### src/rtl/serial_tx.sv
// serial_tx: memory-mapped 8N1 UART transmitter.
// CPU stores to DATA push bytes into a TX FIFO; a shifter drains the FIFO
// onto a registered serial line. Loads return a status word.
//
// Bus handshake: a store is accepted in the cycle where sel & we are high.
// There is no wait state. A read (sel & !we) returns status combinationally.
// A DATA store on a full FIFO is dropped and sets the sticky overflow flag.
module serial_tx #(
   parameter int CLK_DIV    = 868,
   parameter int FIFO_DEPTH = 16,
   parameter int CNT_W      = 5
) (
   input  logic        clk,
   input  logic        rst,
   input  logic        sel,
   input  logic        we,
   input  logic [3:0]  addr,
   input  logic [31:0] wdata,
   output logic [31:0] dout,
   output logic        tx
);

   localparam int PTR_W = (FIFO_DEPTH > 1) ? $clog2(FIFO_DEPTH) : 1;
   localparam int DIV_W = (CLK_DIV > 1) ? $clog2(CLK_DIV) : 1;
   localparam logic [CNT_W-1:0] FULL_CNT = CNT_W'(FIFO_DEPTH);
   localparam logic [DIV_W-1:0] DIV_LAST = DIV_W'(CLK_DIV - 1);

   typedef enum logic [1:0] {
      IDLE  = 2'd0,
      START = 2'd1,
      DATA  = 2'd2,
      STOP  = 2'd3
   } state_t;

   // Shifter state and its next-state values
   state_t           state;
   state_t           state_n;
   logic [DIV_W-1:0] div_q;
   logic [DIV_W-1:0] div_n;
   logic [2:0]       bit_q;
   logic [2:0]       bit_n;
   logic [7:0]       shreg_q;
   logic [7:0]       shreg_n;
   logic             tx_n;
   logic             pop;

   // TX FIFO
   logic [7:0]       mem [FIFO_DEPTH];
   logic [PTR_W-1:0] wr_ptr;
   logic [PTR_W-1:0] rd_ptr;
   logic [CNT_W-1:0] count;
   logic             overflow;

   // Bus decode and status
   logic             wr_data;
   logic             wr_status;
   logic             full;
   logic             push;
   logic             busy;
   logic [8:0]       count_field;
   logic             unused_wdata;

   assign wr_data     = sel & we & (addr == 4'h0);
   assign wr_status   = sel & we & (addr == 4'h4);
   // The full test uses the pre-edge count, so a pop in the same cycle
   // does not make room for a push.
   assign full        = (count == FULL_CNT);
   assign push        = wr_data & ~full;
   assign busy        = (state != IDLE) | (count != '0);
   assign count_field = 9'(count);
   assign dout        = (sel & ~we) ?
                        {19'b0, count_field, 1'b0, overflow, full, busy} : 32'b0;
   assign unused_wdata = ^wdata[31:8];

   // FIFO storage: write-only port on push, no reset needed for contents
   always_ff @(posedge clk) begin
      if (push) begin
         mem[wr_ptr] <= wdata[7:0];
      end
   end

   // FIFO pointers, occupancy count and sticky overflow flag
   always_ff @(posedge clk) begin
      if (rst) begin
         wr_ptr   <= '0;
         rd_ptr   <= '0;
         count    <= '0;
         overflow <= 1'b0;
      end else begin
         if (push) begin
            wr_ptr <= wr_ptr + PTR_W'(1);
         end
         if (pop) begin
            rd_ptr <= rd_ptr + PTR_W'(1);
         end
         case ({push, pop})
            2'b10:   count <= count + CNT_W'(1);
            2'b01:   count <= count - CNT_W'(1);
            default: count <= count;
         endcase
         if (wr_data & full) begin
            overflow <= 1'b1;
         end else if (wr_status & wdata[2]) begin
            overflow <= 1'b0;
         end
      end
   end

   // Shifter state register; tx is registered from the decoded line level
   always_ff @(posedge clk) begin
      if (rst) begin
         state   <= IDLE;
         div_q   <= '0;
         bit_q   <= '0;
         shreg_q <= '0;
         tx      <= 1'b1;
      end else begin
         state   <= state_n;
         div_q   <= div_n;
         bit_q   <= bit_n;
         shreg_q <= shreg_n;
         tx      <= tx_n;
      end
   end

   // Shifter next-state: IDLE always spends one cycle before a new frame
   always_comb begin
      state_n = state;
      div_n   = div_q;
      bit_n   = bit_q;
      shreg_n = shreg_q;
      pop     = 1'b0;
      tx_n    = 1'b1;
      case (state)
         IDLE: begin
            tx_n = 1'b1;
            if (count != '0) begin
               pop     = 1'b1;
               shreg_n = mem[rd_ptr];
               div_n   = '0;
               bit_n   = '0;
               state_n = START;
            end
         end
         START: begin
            tx_n = 1'b0;
            if (div_q == DIV_LAST) begin
               div_n   = '0;
               bit_n   = '0;
               state_n = DATA;
            end else begin
               div_n = div_q + DIV_W'(1);
            end
         end
         DATA: begin
            tx_n = shreg_q[0];
            if (div_q == DIV_LAST) begin
               div_n   = '0;
               shreg_n = {1'b0, shreg_q[7:1]};
               bit_n   = bit_q + 3'd1;
               if (bit_q == 3'd7) begin
                  state_n = STOP;
               end
            end else begin
               div_n = div_q + DIV_W'(1);
            end
         end
         STOP: begin
            tx_n = 1'b1;
            if (div_q == DIV_LAST) begin
               div_n   = '0;
               state_n = IDLE;
            end else begin
               div_n = div_q + DIV_W'(1);
            end
         end
         default: begin
            state_n = IDLE;
         end
      endcase
   end

endmodule

### config.mk
export PLATFORM = sky130hd
export DESIGN_NAME = serial_tx
export DESIGN_NICKNAME = d
export VERILOG_FILES = /design/src/rtl/serial_tx.sv
export SDC_FILE = /design/constraint.sdc
export NUM_CORES = 1
export LEC_CHECK = 0
export BUFFER_PORTS_ARGS = -buffer_cell sky130_fd_sc_hd__buf_2
export CAP_MARGIN = 20
export CORE_AREA = 2 2 115 117
export DETAILED_ROUTE_END_ITERATION = 8
export DIE_AREA = 0 0 117 119
export PLACE_DENSITY = 0.77
export SETUP_SLACK_MARGIN = 0.02
export SLEW_MARGIN = 20
export SYNTH_ARGS = -nofsm -noshare
export SYNTH_HDL_FRONTEND = slang
export SYNTH_SLANG_ARGS = --single-unit
### constraint.sdc
create_clock -name clk -period 4.1 [get_ports clk]
set_clock_uncertainty 0.15 [all_clocks]
set_input_delay 0.41 -clock clk [delete_from_list [all_inputs] [get_ports clk]]
set_output_delay 0.41 -clock clk [all_outputs]
set_load 0.02 [all_outputs]
==> key figures <==
Outcome
  – Outcome: completed

Setup path
  – Most frequent CP cell: ha_1
  – Worst EP arrival: 3900 ps
  – Req. time, crit path: 4250 ps
  – R2R Path End: count[4]
  – CP Launch Type: register
  – Family with the most delay on the worst path: compound AO/OA/AOI/OAI gates
  – Worst-path cell chain: inv_1 -> ha_1 -> inv_1 -> a21oi_1 -> ha_1 -> xor2_1 -> ha_1 -> nor3b_1 -> a21oi_1 -> or4b_1 -> a31oi_1 -> mux2_1
  – Buffers and inverters on the worst path: 2
  – Stages on the worst setup path: 12
  – Setup crit end: count[4]
  – Maximum fanout along the worst path: 9
  – Crit-path max cell delay: 540 ps
  – Worst reg-to-reg path cell count: 12
  – Reg-to-Reg Start: state[1]
  – Slowest cell on the critical path: or4b_1
  – Crit path launch: state[1]
  – Flop2flop setup slack: 360 ps
  – Crit Path Category: register to register
  – CP endpoint kind: register

Global routing
  – Largest net degree at the start of global routing: 42
  – Gr ovfl total: 0
  – Tot GR Track Use: 21.1%
  – Antenna violations before repair: 1
  – First-pass GRT wire length: 21500 um
  – Vias in the first global route: 4103

CTS
  – CTS Buffer Depth: 2
  – Clock sink count: 170
  – Clock-pin slew on the worst setup and hold paths: 60 ps
  – Buffer count from post-CTS setup fixing: 0
  – H-tree Lvls: 4
  – CTS tree: yes
  – Root Driver: clkbuf_16
  – Hold Buf Count CTS: 0
  – Post-cts sizing count: 0
  – Skew-Pair Late Insertion Delay: 420 ps
  – TritonCTS buffer count: 17

Synthesis
  – Register area share after synthesis: 63.8%
  – Distinct cells, synth: 61
  – Most frequent cell after synthesis: edfxtp_1
  – EDFF count, synth: 128
  – Most frequent cells after synthesis: 128 x edfxtp_1, 44 x nor2_1, 42 x dfxtp_1
  – Area leader, netlist: edfxtp_1
  – Post-synthesis async set-or-reset flop share: 0%
  – Share of the synthesized area in the top cell type: 52.3%
  – Main flop type after synthesis: edfxtp_1
  – Synth area leaders: edfxtp_1 52%, dfxtp_1 11%, mux4_2 10%
  – Yosys reg bits: 170
  – Synth Cell Area: 0.00734 mm2
  – Synth Area per Inst: 15.0 um2
  – Post-synthesis cell count: 491
  – Syn. warnings: 0

Floorplan
  – Die H: 119 um
  – Initial Util: 57.0%
  – Die X-Extent: 117 um
  – Num rows: 42
  – I/O Pins: 73
  – Core Region: 0.0129 mm2
  – Full die area: 0.0139 mm2

Timing
  – Fin Hold WS: 209 ps
  – Max Slew Vio Count: 0
  – Tightest Pin Transition: 1010 ps
  – RSZ-0062 raised after global routing: false
  – Final worst-path cycle share: 91.3%
  – Setup Viol. Count Final: 0
  – Final hold viol count: 0
  – Relative slew slack: 32.2%
  – Crit path time final: 3740 ps
  – Fmax: 0.267 GHz
  – Setup_tns: 0 ps

Finish
  – Nets: 570
  – Post-route cell area: 0.00812 mm2
  – Layout area overhead: 10.5%
  – Final Instance Count excl. Fillers: 704
  – Layout cell share with drive strength beyond 1: 20.8%
  – Fillers: 927
  – Antenna diodes: 0

Route
  – Number of vias per cell: 5.79
  – Mean routed wirelength per cell: 19.3 um
  – DRT iter0 DRCs: 368
  – Post-route DRC: 0
  – WL final: 13600 um
  – Pre-Repair DR Iteration Count: 5
  – Routed Antenna Nets: 0
  – Via count: 4074

Worst hold path
  – Hold Crit Depth: 4
  – HP Class: primary input to register

Job
  – Max Cap Viol: 0

Placed design
  – Post-DP Area: 0.00753 mm2
  – Cells after DPL: 673
  – Hpwl dp: 8810 um
  – Placer Congestion: 0.824
  – Port Buffer Count: 24

Power and ir drop
  – VDD IR max: 0.613 mV
  – P_leak: 0.00276 uW
  – PD cells: 573 mW/mm2
-- kinds of logic after synthesis --
group | count (synthesis) | share of synthesized area (%)
DFF | 170 | 63.8
and+or+nand+nor | 123 | 9.34
AOI/OAI and AO/OA | 68 | 6.68
buffers and inverters | 60 | 4.79
muxes | 46 | 11.9
adders and majority gates | 14 | 2.39
xor gates and xnor gates | 9 | 1.07
other | 1 | 0.0511
-- per-stage QoR --
stage	total power [uW]	setup slack [ps]	util, %
floorplan	2870	451	-
finish	4650	358	63.0
global placement	3050	522	58.5
detailed placement	3090	441	58.5
CTS	4690	368	63.0
global route	4860	87.0	63.0
-- how the worst min path moves through the flow --
stage	from	end	slack (ps)
floorplan	shreg_q[7]	shreg_q[7]	280
global placement	shreg_q[7]	shreg_q[7]	300
detailed placement	shreg_q[7]	shreg_q[7]	320
CTS	addr[2]	overflow	180
global route	wdata[7]	mem[10][7]	210
finish	addr[2]	overflow	210
-- layout make-up --
cell class                 instances  area (um2)  area share [%]
clock buffer                      17         425            5.24
clock inverter                    14         160            1.97
inverter                           9        33.8           0.416
multi-input combinational        284        2390            29.5
sequential                       170        4690            57.7
tap                              176         220            2.71
timing repair buffer              34         195            2.41
-- worst min-delay path: stages --
cell and delay, ps:
buf_2 110, nor2_1 50, a21oi_1 120, nor2_1 50
-- power breakdown --
group | switching (uW) | total, uW | internal [uW]
clock network | 682 | 1590 | 911
registers | 118 | 2030 | 1920
logic | 544 | 1020 | 479
-- flip-flops by register name, indices dropped and copies added (netlist names), named ones only --
signal	cells
div_q	10
bit_q	3
state	2
rd_ptr	4
shreg_q	8
wr_ptr	4
count	5
mem	128
tx	1
overflow	1
-- layout by cell type, fill, tap and decap left out, drive strengths merged, types with 6 or more instances in the layout --
cell      n
edfxtp  128
nor2     44
dfxtp    42
buf      34
mux4     33
conb     24
clkbuf   17
inv      16
nand2    15
a211oi   15
a21oi    14
ha       14
mux2i    12
nor2b    11
o21ai    10
nor3      9
and2      8
a221o     7
xor2      6
and3      6
-- metal layers --
layer / GRT usage, % / vias to the layer above / part of all wire, %
met5: 0 / - / 0
met4: 7.94 / 0 / 1.4
met3: 5.90 / 14 / 6.5
met2: 34.0 / 143 / 52
met1: 27.4 / 2027 / 40
li1: - / 1890 / -
Note: power is estimated with default switching activity, not from simulation.
